## src/rtl/clk_burst_pkg.sv

```systemverilog
// Shared types and widths for the clock-burst scheduler.
package clk_burst_pkg;

   localparam int DIV_W = 5;
   localparam int LEN_W = 8;
   localparam int NREQ  = 2;

   typedef enum logic [1:0] {
      ST_IDLE  = 2'd0,
      ST_GRANT = 2'd1,
      ST_RUN   = 2'd2,
      ST_GAP   = 2'd3
   } state_t;

   function automatic logic [NREQ-1:0] req_onehot(input logic idx);
      logic [NREQ-1:0] v;
      v      = '0;
      v[idx] = 1'b1;
      return v;
   endfunction

endpackage

```

## src/rtl/burst_div.sv

```systemverilog
// Divide counter, clk_out toggle and remaining-period count for one burst.
module burst_div
   import clk_burst_pkg::*;
(
   input  logic             clk,
   input  logic             rst,
   input  logic             start,
   input  logic [DIV_W-1:0] div,
   input  logic [LEN_W-1:0] len,
   output logic             clk_out,
   output logic             last
);

   logic             r_active;
   logic [DIV_W-1:0] r_cnt;
   logic [LEN_W-1:0] r_remain;
   logic             r_clk;
   logic             w_wrap;
   logic             w_fall;

   assign w_wrap  = r_active && (r_cnt == div);
   assign w_fall  = w_wrap && r_clk;
   // High in the cycle whose closing edge makes the final falling toggle.
   assign last    = w_fall && (r_remain == LEN_W'(1));
   assign clk_out = r_clk;

   always_ff @(posedge clk or posedge rst) begin
      if (rst) begin
         r_active <= 1'b0;
         r_cnt    <= '0;
         r_remain <= '0;
         r_clk    <= 1'b0;
      end else if (start) begin
         r_active <= (len != '0);
         r_cnt    <= '0;
         r_remain <= len;
         r_clk    <= 1'b0;
      end else if (r_active) begin
         if (w_wrap) begin
            r_cnt <= '0;
            r_clk <= ~r_clk;
            if (r_clk) begin
               r_remain <= r_remain - LEN_W'(1);
               if (r_remain == LEN_W'(1))
                  r_active <= 1'b0;
            end
         end else begin
            r_cnt <= r_cnt + DIV_W'(1);
         end
      end
   end

endmodule

```

## src/rtl/clk_burst_sched.sv

```systemverilog
// Round-robin scheduler granting bursts of a divided clock to two requesters.
module clk_burst_sched
   import clk_burst_pkg::*;
#(
   parameter int GAP_CYC = 2
) (
   input  logic             clk_in,
   input  logic             rst,
   input  logic [NREQ-1:0]  req,
   input  logic [DIV_W-1:0] div0,
   input  logic [DIV_W-1:0] div1,
   input  logic [LEN_W-1:0] len0,
   input  logic [LEN_W-1:0] len1,
   output logic [NREQ-1:0]  gnt,
   output logic [NREQ-1:0]  done,
   output logic             clk_out,
   output logic             busy
);

   // A zero gap still spends one cycle in GAP so done has a slot.
   localparam int         GAP_LEN  = (GAP_CYC < 1) ? 1 : GAP_CYC;
   localparam logic [3:0] GAP_LAST = 4'(GAP_LEN - 1);

   state_t           r_state;
   logic             r_win;
   logic             r_rr_ptr;
   logic [DIV_W-1:0] r_div;
   logic [LEN_W-1:0] r_len;
   logic [3:0]       r_gap_cnt;

   logic [DIV_W-1:0] w_div_arr [NREQ];
   logic [LEN_W-1:0] w_len_arr [NREQ];
   logic             w_win;
   logic             w_start;
   logic             w_last;

   assign w_div_arr[0] = div0;
   assign w_div_arr[1] = div1;
   assign w_len_arr[0] = len0;
   assign w_len_arr[1] = len1;

   // Contention goes to the pointer; a lone request wins outright.
   assign w_win   = (req == 2'b11) ? r_rr_ptr : req[1];
   assign w_start = (r_state == ST_GRANT);

   always_ff @(posedge clk_in or posedge rst) begin
      if (rst) begin
         r_state   <= ST_IDLE;
         r_win     <= 1'b0;
         r_rr_ptr  <= 1'b0;
         r_div     <= '0;
         r_len     <= '0;
         r_gap_cnt <= '0;
         gnt       <= '0;
         done      <= '0;
         busy      <= 1'b0;
      end else begin
         gnt  <= '0;
         done <= '0;
         case (r_state)
            ST_IDLE: begin
               if (req != '0) begin
                  r_win    <= w_win;
                  r_rr_ptr <= ~w_win;
                  r_div    <= w_div_arr[w_win];
                  r_len    <= w_len_arr[w_win];
                  gnt      <= req_onehot(w_win);
                  busy     <= 1'b1;
                  r_state  <= ST_GRANT;
               end
            end
            ST_GRANT: begin
               if (r_len == '0) begin
                  done      <= req_onehot(r_win);
                  r_gap_cnt <= '0;
                  r_state   <= ST_GAP;
               end else begin
                  r_state <= ST_RUN;
               end
            end
            ST_RUN: begin
               if (w_last) begin
                  done      <= req_onehot(r_win);
                  r_gap_cnt <= '0;
                  r_state   <= ST_GAP;
               end
            end
            ST_GAP: begin
               if (r_gap_cnt == GAP_LAST) begin
                  busy    <= 1'b0;
                  r_state <= ST_IDLE;
               end else begin
                  r_gap_cnt <= r_gap_cnt + 4'd1;
               end
            end
            default: r_state <= ST_IDLE;
         endcase
      end
   end

   burst_div u_div (
      .clk     (clk_in),
      .rst     (rst),
      .start   (w_start),
      .div     (r_div),
      .len     (r_len),
      .clk_out (clk_out),
      .last    (w_last)
   );

endmodule
```

## config.mk

```make
export PLATFORM = sky130hd
export DESIGN_NAME = clk_burst_sched
export DESIGN_NICKNAME = d
export VERILOG_FILES = /design/src/rtl/clk_burst_pkg.sv /design/src/rtl/burst_div.sv /design/src/rtl/clk_burst_sched.sv
export SDC_FILE = /design/constraint.sdc
export NUM_CORES = 1
export LEC_CHECK = 0
export ABC_CLOCK_PERIOD_IN_PS = 3200
export CORE_ASPECT_RATIO = 0.7
export CORE_MARGIN = 3
export CORE_UTILIZATION = 30
export CTS_CLUSTER_DIAMETER = 80
export CTS_CLUSTER_SIZE = 20
export DETAILED_ROUTE_END_ITERATION = 16
export PLACE_DENSITY = 0.51
export SLEW_MARGIN = 10
export SYNTH_ARGS = -nofsm -noshare
export SYNTH_HDL_FRONTEND = slang
export SYNTH_SLANG_ARGS = --single-unit
export TNS_END_PERCENT = 100
```

## constraint.sdc

```tcl
create_clock -name clk_in -period 3.2 [get_ports clk_in]
set_input_delay 0.32 -clock clk_in [delete_from_list [all_inputs] [get_ports clk_in]]
set_output_delay 0.32 -clock clk_in [all_outputs]
set_load 0.005 [all_outputs]
```

==> summary.txt, run 1 <==
TritonCTS buffer count - 5
core area - 6980 um2
Seq/Total Area, Yosys - 45.9%
Max VDD drop - 0.288 mV
Synth cell types - 45
Hold Fails Final Rpt - 0
most frequent cell after synthesis - dfrtp_1
Seq pwr share - 39.3%
Crit path largest cell delay - 0.59 ns
row cnt - 25
Synth Warn # - 0
CP Class - flip-flop to flip-flop
worst r2r path cells - 5
total die area - 8540 um2
Post-synth EDFFs - 0
Starting Density - 32.1%
mapped cell area - 2240 um2
post-synth top area cell - dfrtp_1
CTS hold repair buffers - 0
placed cell area - 2680 um2
Avg Cell Area, Syn - 9.98 um2
Layout area overhead - 24.7%
gpl congestion - 0.791
setup repair bufs after CTS - 0
H-tree levels - 2
DRC Markers - 0
share of layout cells above drive strength 1 - 8.81%
area share of the largest cell type after synthesis - 45.9%
Mapped Nets - 263
crit-path max FO - 13
antenna violations before repair - 0
Combinational Power Share - 42.2%
MaxCap Viol Count - 0
DR WL/cell - 13.6 um
Post-synth top cells - 41 x dfrtp_1, 31 x nand2_1, 23 x o21ai_0, 13 x inv_1
largest net degree at the start of global routing - 42
vias in the first global route - 1642
via/cell ratio - 4.65
ant diodes - 0
Synth Register Bits - 41
Clk pwr share - 18.5%
Synth Flop Type - dfrtp_1
Layout Utilization - 40.0%
Worst-path clk slew - 0.08 ns
critical path arrival - 2.50 ns
pwr dens - 829 nW/um2
Power Total - 2.31 mW
crit path capture type - flip-flop
Slew @ Worst Pin - 0.614 ns
HPWL Detailed - 3.48 mm
post-route design area - 2790 um2
FFs w/ async S/R, synth - 100%
Switching Power - 0.933 mW
min Tclk post-route - 2.31 ns
setup_tns - 0 ns
input/output buffers - 35
CTS tree - yes
total track usage - 12.7%
root buf cell - clkbuf_8
largest cells by area after synthesis - dfrtp_1 46%, mux2i_1 5.4%, nand2_1 5.2%, o21ai_0 5.1%, ha_1 5.0%
worst path bufs/invs - 0
status - complete, no violations
critical path depth in cells - 5
chip height - 78.2 um
Final Setup Violations - 0
internal power - 1.38 mW
CP Cell Sequence - xnor2_1 > nand4_1 > o31ai_4 > nand2_4 > a221o_1
Max Clock Skew - 0.00602 ns
Die Wd - 109 um
num ports - 36
max-slew violation count - 0
ANT nets after route - 0
Hold Path Class - primary input to async pin
unrepaired setup endpoints after global routing - no
Congestion Overflow GR - 0
slowest CP cell - o31ai_4
starting DRC count in detailed routing - 106
crit share post-route - 72.2%
Vias - 1651
Sw Ratio - 40.4%
Syn Inst Count - 224
maximum clock frequency - 433 MHz
fin nets - 299
clk_lat worst skew - 0.30 ns
startpoint type of the worst setup path - flip-flop
final wirelength - 4.84 mm
clock sinks - 41
clk buf depth - 2
Max transition margin - 58.9%
first-pass GRT wire length - 8.40 mm
DR pass1 iterations - 4
Critical Path RT - 3.39 ns
post-CTS sizing - 0
leakage power - 1.20 nW
CP top delay family - compound AO/OA/AOI/OAI gates
==> worst register-to-register path, delay by kind of cell, from the launching register on <==
kind | cells | cell delay [ns]
AO/OA/AOI/OAI | 2 | 0.95
XOR/XNOR | 1 | 0.21
flip-flops | 1 | 0.42
AND/OR/NAND/NOR | 2 | 0.62
==> path summary, 6_finish.rpt <==
path / startpoint / end / slack (ns)
max: u_div.r_cnt[3] / r_gap_cnt[2] / 0.89
min: rst / done[0] / 0.44
max reg2reg: u_div.r_cnt[3] / r_gap_cnt[2] / 0.89
min reg2reg: r_win / done[0] / 0.46
max in group asynchronous: rst / u_div.clk_out / 2.38
min in group clk_in: r_win / done[0] / 0.46
==> power by group through the flow <==
stage | sequential (mW) | combinational [mW] | clock, mW
after global routing | 0.939 | 1.11 | 0.462
after global placement | 0.916 | 0.970 | 0
final | 0.908 | 0.976 | 0.427
after detailed placement | 0.919 | 0.973 | 0
after CTS | 0.910 | 0.984 | 0.441
after floorplan | 0.861 | 0.790 | 0
==> registers in the layout, summed over array words and instances (netlist names), 2 cells and up <==
| name | count |
|---|---|
| u_div.r_remain | 8 |
| r_state | 2 |
| r_len | 8 |
| gnt | 2 |
| r_div | 5 |
| done | 2 |
| u_div.r_cnt | 5 |
| r_gap_cnt | 4 |
==> cell families after synthesis <==
logic type      after synthesis  share of synthesized area [%]
buf+inv                      23                           4.76
mux                          14                           6.38
compound gates               44                           12.9
xor+xnor                     15                           5.88
fa+ha+maj                     9                           5.04
flops                        41                           45.9
simple gates                 78                           19.2
==> per-layer routing <==
| layer | part of all wire [%] | GRT usage, % | routed length (um) |
|---|---|---|---|
| met2 | 37 | 15.9 | 1770 |
| met5 | 0 | 0 | 0 |
| met1 | 57 | 20.2 | 2740 |
| met3 | 5.0 | 3.45 | 244 |
| met4 | 1.5 | 4.48 | 73 |
==> metrics by stage <==
| stage | setup slack (ns) | hold WS [ns] | cells |
|---|---|---|---|
| 4_1_cts | 0.919 | 0.459 | 355 |
| 6_report | 0.891 | 0.441 | 355 |
| 3_3_place_gp | 0.963 | 0.446 | 347 |
| 3_5_place_dp | 0.931 | 0.448 | 347 |
| 2_1_floorplan | 1.43 | 0.426 | 224 |
| 5_1_grt | 0.696 | 0.502 | 355 |
==> cell usage in the layout (no fill, tap or decap), types with 2 or more instances in the layout <==
cell             count
xnor2_1             12
nand4_1              4
inv_1               13
nor4_2               2
buf_4                4
a221o_1              2
dfrtp_1             41
o211ai_1             2
nor2b_1              3
a31oi_1              3
o21bai_1             2
nand3_1              2
nand2_1             31
a21oi_1              3
nor3_1               8
mux2_2               2
xor2_1               3
nor2_1              10
clkdlybuf4s50_1     35
nand2b_1             2
o21ai_0             22
a22oi_1              2
clkbuf_8             5
a21o_1               2
ha_1                 9
nor3b_1              2
mux2i_1             12
nor4_1               4
o21ai_1              2
==> area by class of cell <==
| cell class | count | area [um2] |
|---|---|---|
| Multi-Input combinational cell | 160 | 1100 |
| Fill cell | 682 | 4190 |
| Timing Repair Buffer | 39 | 380 |
| Sequential cell | 41 | 1030 |
| Clock buffer | 6 | 72.6 |
| Tap cell | 94 | 118 |
| Inverter | 13 | 48.8 |
| Clock inverter | 2 | 38.8 |
Note: power is estimated with default switching activity, not from simulation.
==> run 2, diff against run 1 <==
ABC_CLOCK_PERIOD_IN_PS = 1800   (was 3200)
PLACE_DENSITY = 0.53   (was 0.51)
clock period = 1.8 ns   (was 3.2 ns; I/O delays follow)
==> run 2 against run 1 <==
Against the previous run: critical path depth is 1 higher; sequential share of layout area down 4.6 points; non-clock buffer count up 43; register-to-register slack lost 0.87 ns; routed wire length increased by 8.3%; power is 110% higher; count of clock-buffer cells in the layout stayed put; fmax rose by 30%; clock skew up 0.0035 ns.
==> summary.txt, run 2 (synthesis results as in run 1) <==
core area - 6980 um2
TritonCTS buffer count - 5
post-route worst setup slack - 0.0173 ns
Critical Path RT - 2.00 ns
Setup WS pre-CTS - -0.0455 ns
min Tclk post-route - 1.78 ns
ANT nets after route - 0
Vias - 1798
input/output buffers - 35
total track usage - 13.1%
clk buf depth - 2
antenna violations before repair - 0
Starting Density - 32.1%
area of the multi-input gates - 1160 um2
vias in the first global route - 1749
critical path arrival - 1.98 ns
Max VDD drop - 0.463 mV
num ports - 36
share of layout cells above drive strength 1 - 25.3%
starting DRC count in detailed routing - 95
commonest non-fill, non-tap cell in the layout - buf_4
met2 usage - 17.0%
gpl congestion - 0.788
Hold Fails Final Rpt - 0
largest net degree at the start of global routing - 42
post-route design area - 3190 um2
Congestion Overflow GR - 0
clk_lat worst skew - 0.30 ns
total die area - 8540 um2
Hold Path Class - primary input to async pin
startpoint type of the worst setup path - flip-flop
root buf cell - clkbuf_8
met1 usage - 21.1%
Layout Utilization - 45.7%
Final Setup Violations - 0
status - complete, no violations
Max transition margin - 76.2%
register area - 1030 um2
met3 GRT Util - 3.29%
pwr dens - 1520 nW/um2
first-pass GRT wire length - 8.75 mm
final wirelength - 5.23 mm
top flop regs - r_len (8), u_div.r_remain (8)
Slew @ Worst Pin - 0.357 ns
Layout area overhead - 42.5%
Die Wd - 109 um
Cells after DPL - 379
CP Class - flip-flop to flip-flop
crit share post-route - 99.0%
max-slew violation count - 0
DR WL/cell - 13.2 um
Power Total - 4.83 mW
commonest non-fill, non-tap cells in the layout - 45 x buf_4, 41 x dfrtp_1, 35 x clkdlybuf4s50_1, 30 x nand2_1, 20 x o21ai_0
H-tree levels - 2
fin nets - 342
via/cell ratio - 4.52
fin cells - 398
crit path capture type - flip-flop
maximum clock frequency - 561 MHz
placed cell area - 2930 um2
CTS tree - yes
DR pass1 iterations - 4
fillers - 690
leakage power - 1.44 nW
MaxCap Viol Count - 0
HPWL Detailed - 3.88 mm
ant diodes - 0
row cnt - 25
chip height - 78.2 um
crit-path max FO - 6
Max Clock Skew - 0.00953 ns
clock sinks - 41
DRC Markers - 0
global routing's busiest layer - met1
Worst-path clk slew - 0.09 ns
unrepaired setup endpoints after global routing - yes
[run 2: cell count changes in the layout (fill, tap and decap cells not counted), sizes merged]
cell  delta
buf     +43
[run 2: through the flow]
| step | TNS [ns] | hold slack (ns) |
|---|---|---|
| floorplan | 0 | 0.315 |
| CTS | 0 | 0.237 |
| finish | 0 | 0.220 |
| global placement | -0.00725 | 0.446 |
| global route | -0.370 | 0.260 |
| detailed placement | -0.0455 | 0.447 |
[run 2: worst paths after layout]
check                                       start  cells after the start    endpoint  slack, ns
worst max-delay path            u_div.r_remain[5]                      6  r_state[1]       0.02
worst min-delay path                          rst                      3       r_win       0.22
min in group clk_in                         r_win                      1     done[0]       0.46
worst max register to register  u_div.r_remain[5]                      6  r_state[1]       0.02
max in group asynchronous                     rst                      3    r_div[3]       1.36
worst min register to register              r_win                      1     done[0]       0.46
[run 2: layout make-up]
class / instances / share of cell area (%)
multi-input combinational: 160 / 36.5
sequential: 41 / 32.2
timing repair buffer: 82 / 22.6
tap: 94 / 3.69
clock buffer: 6 / 2.28
inverter: 13 / 1.53
clock inverter: 2 / 1.22
[run 2: per-layer routing]
metal	vias up	share of wire, %
met4	0	1.2
li1	935	-
met3	6	5.3
met2	39	37
met5	-	0
met1	818	56
[run 2: worst max-delay path: stages (launching register included)]
cell      delay, ns
dfrtp_1        0.41
nor4_4         0.35
nand4b_4       0.16
o31ai_4        0.34
buf_6          0.17
a21oi_2        0.05
a31o_2         0.22
[run 2: power breakdown]
group          total (mW)  internal, mW  switching (mW)  leakage (nW)
clock network       0.763         0.417           0.346        0.0554
registers            1.55          1.27           0.277         0.522
logic                2.52          1.29            1.23         0.862
total                4.83          2.98            1.86          1.44
[run 2: timing repair]
item                                   4_1_cts  5_1_grt
setup buffers                                3        8
endpoints found under the hold margin        0        0
hold buffers                                 0        0
pin swaps                                    4        5
setup endpoints to repair                    1       15
resized for setup                            0       17
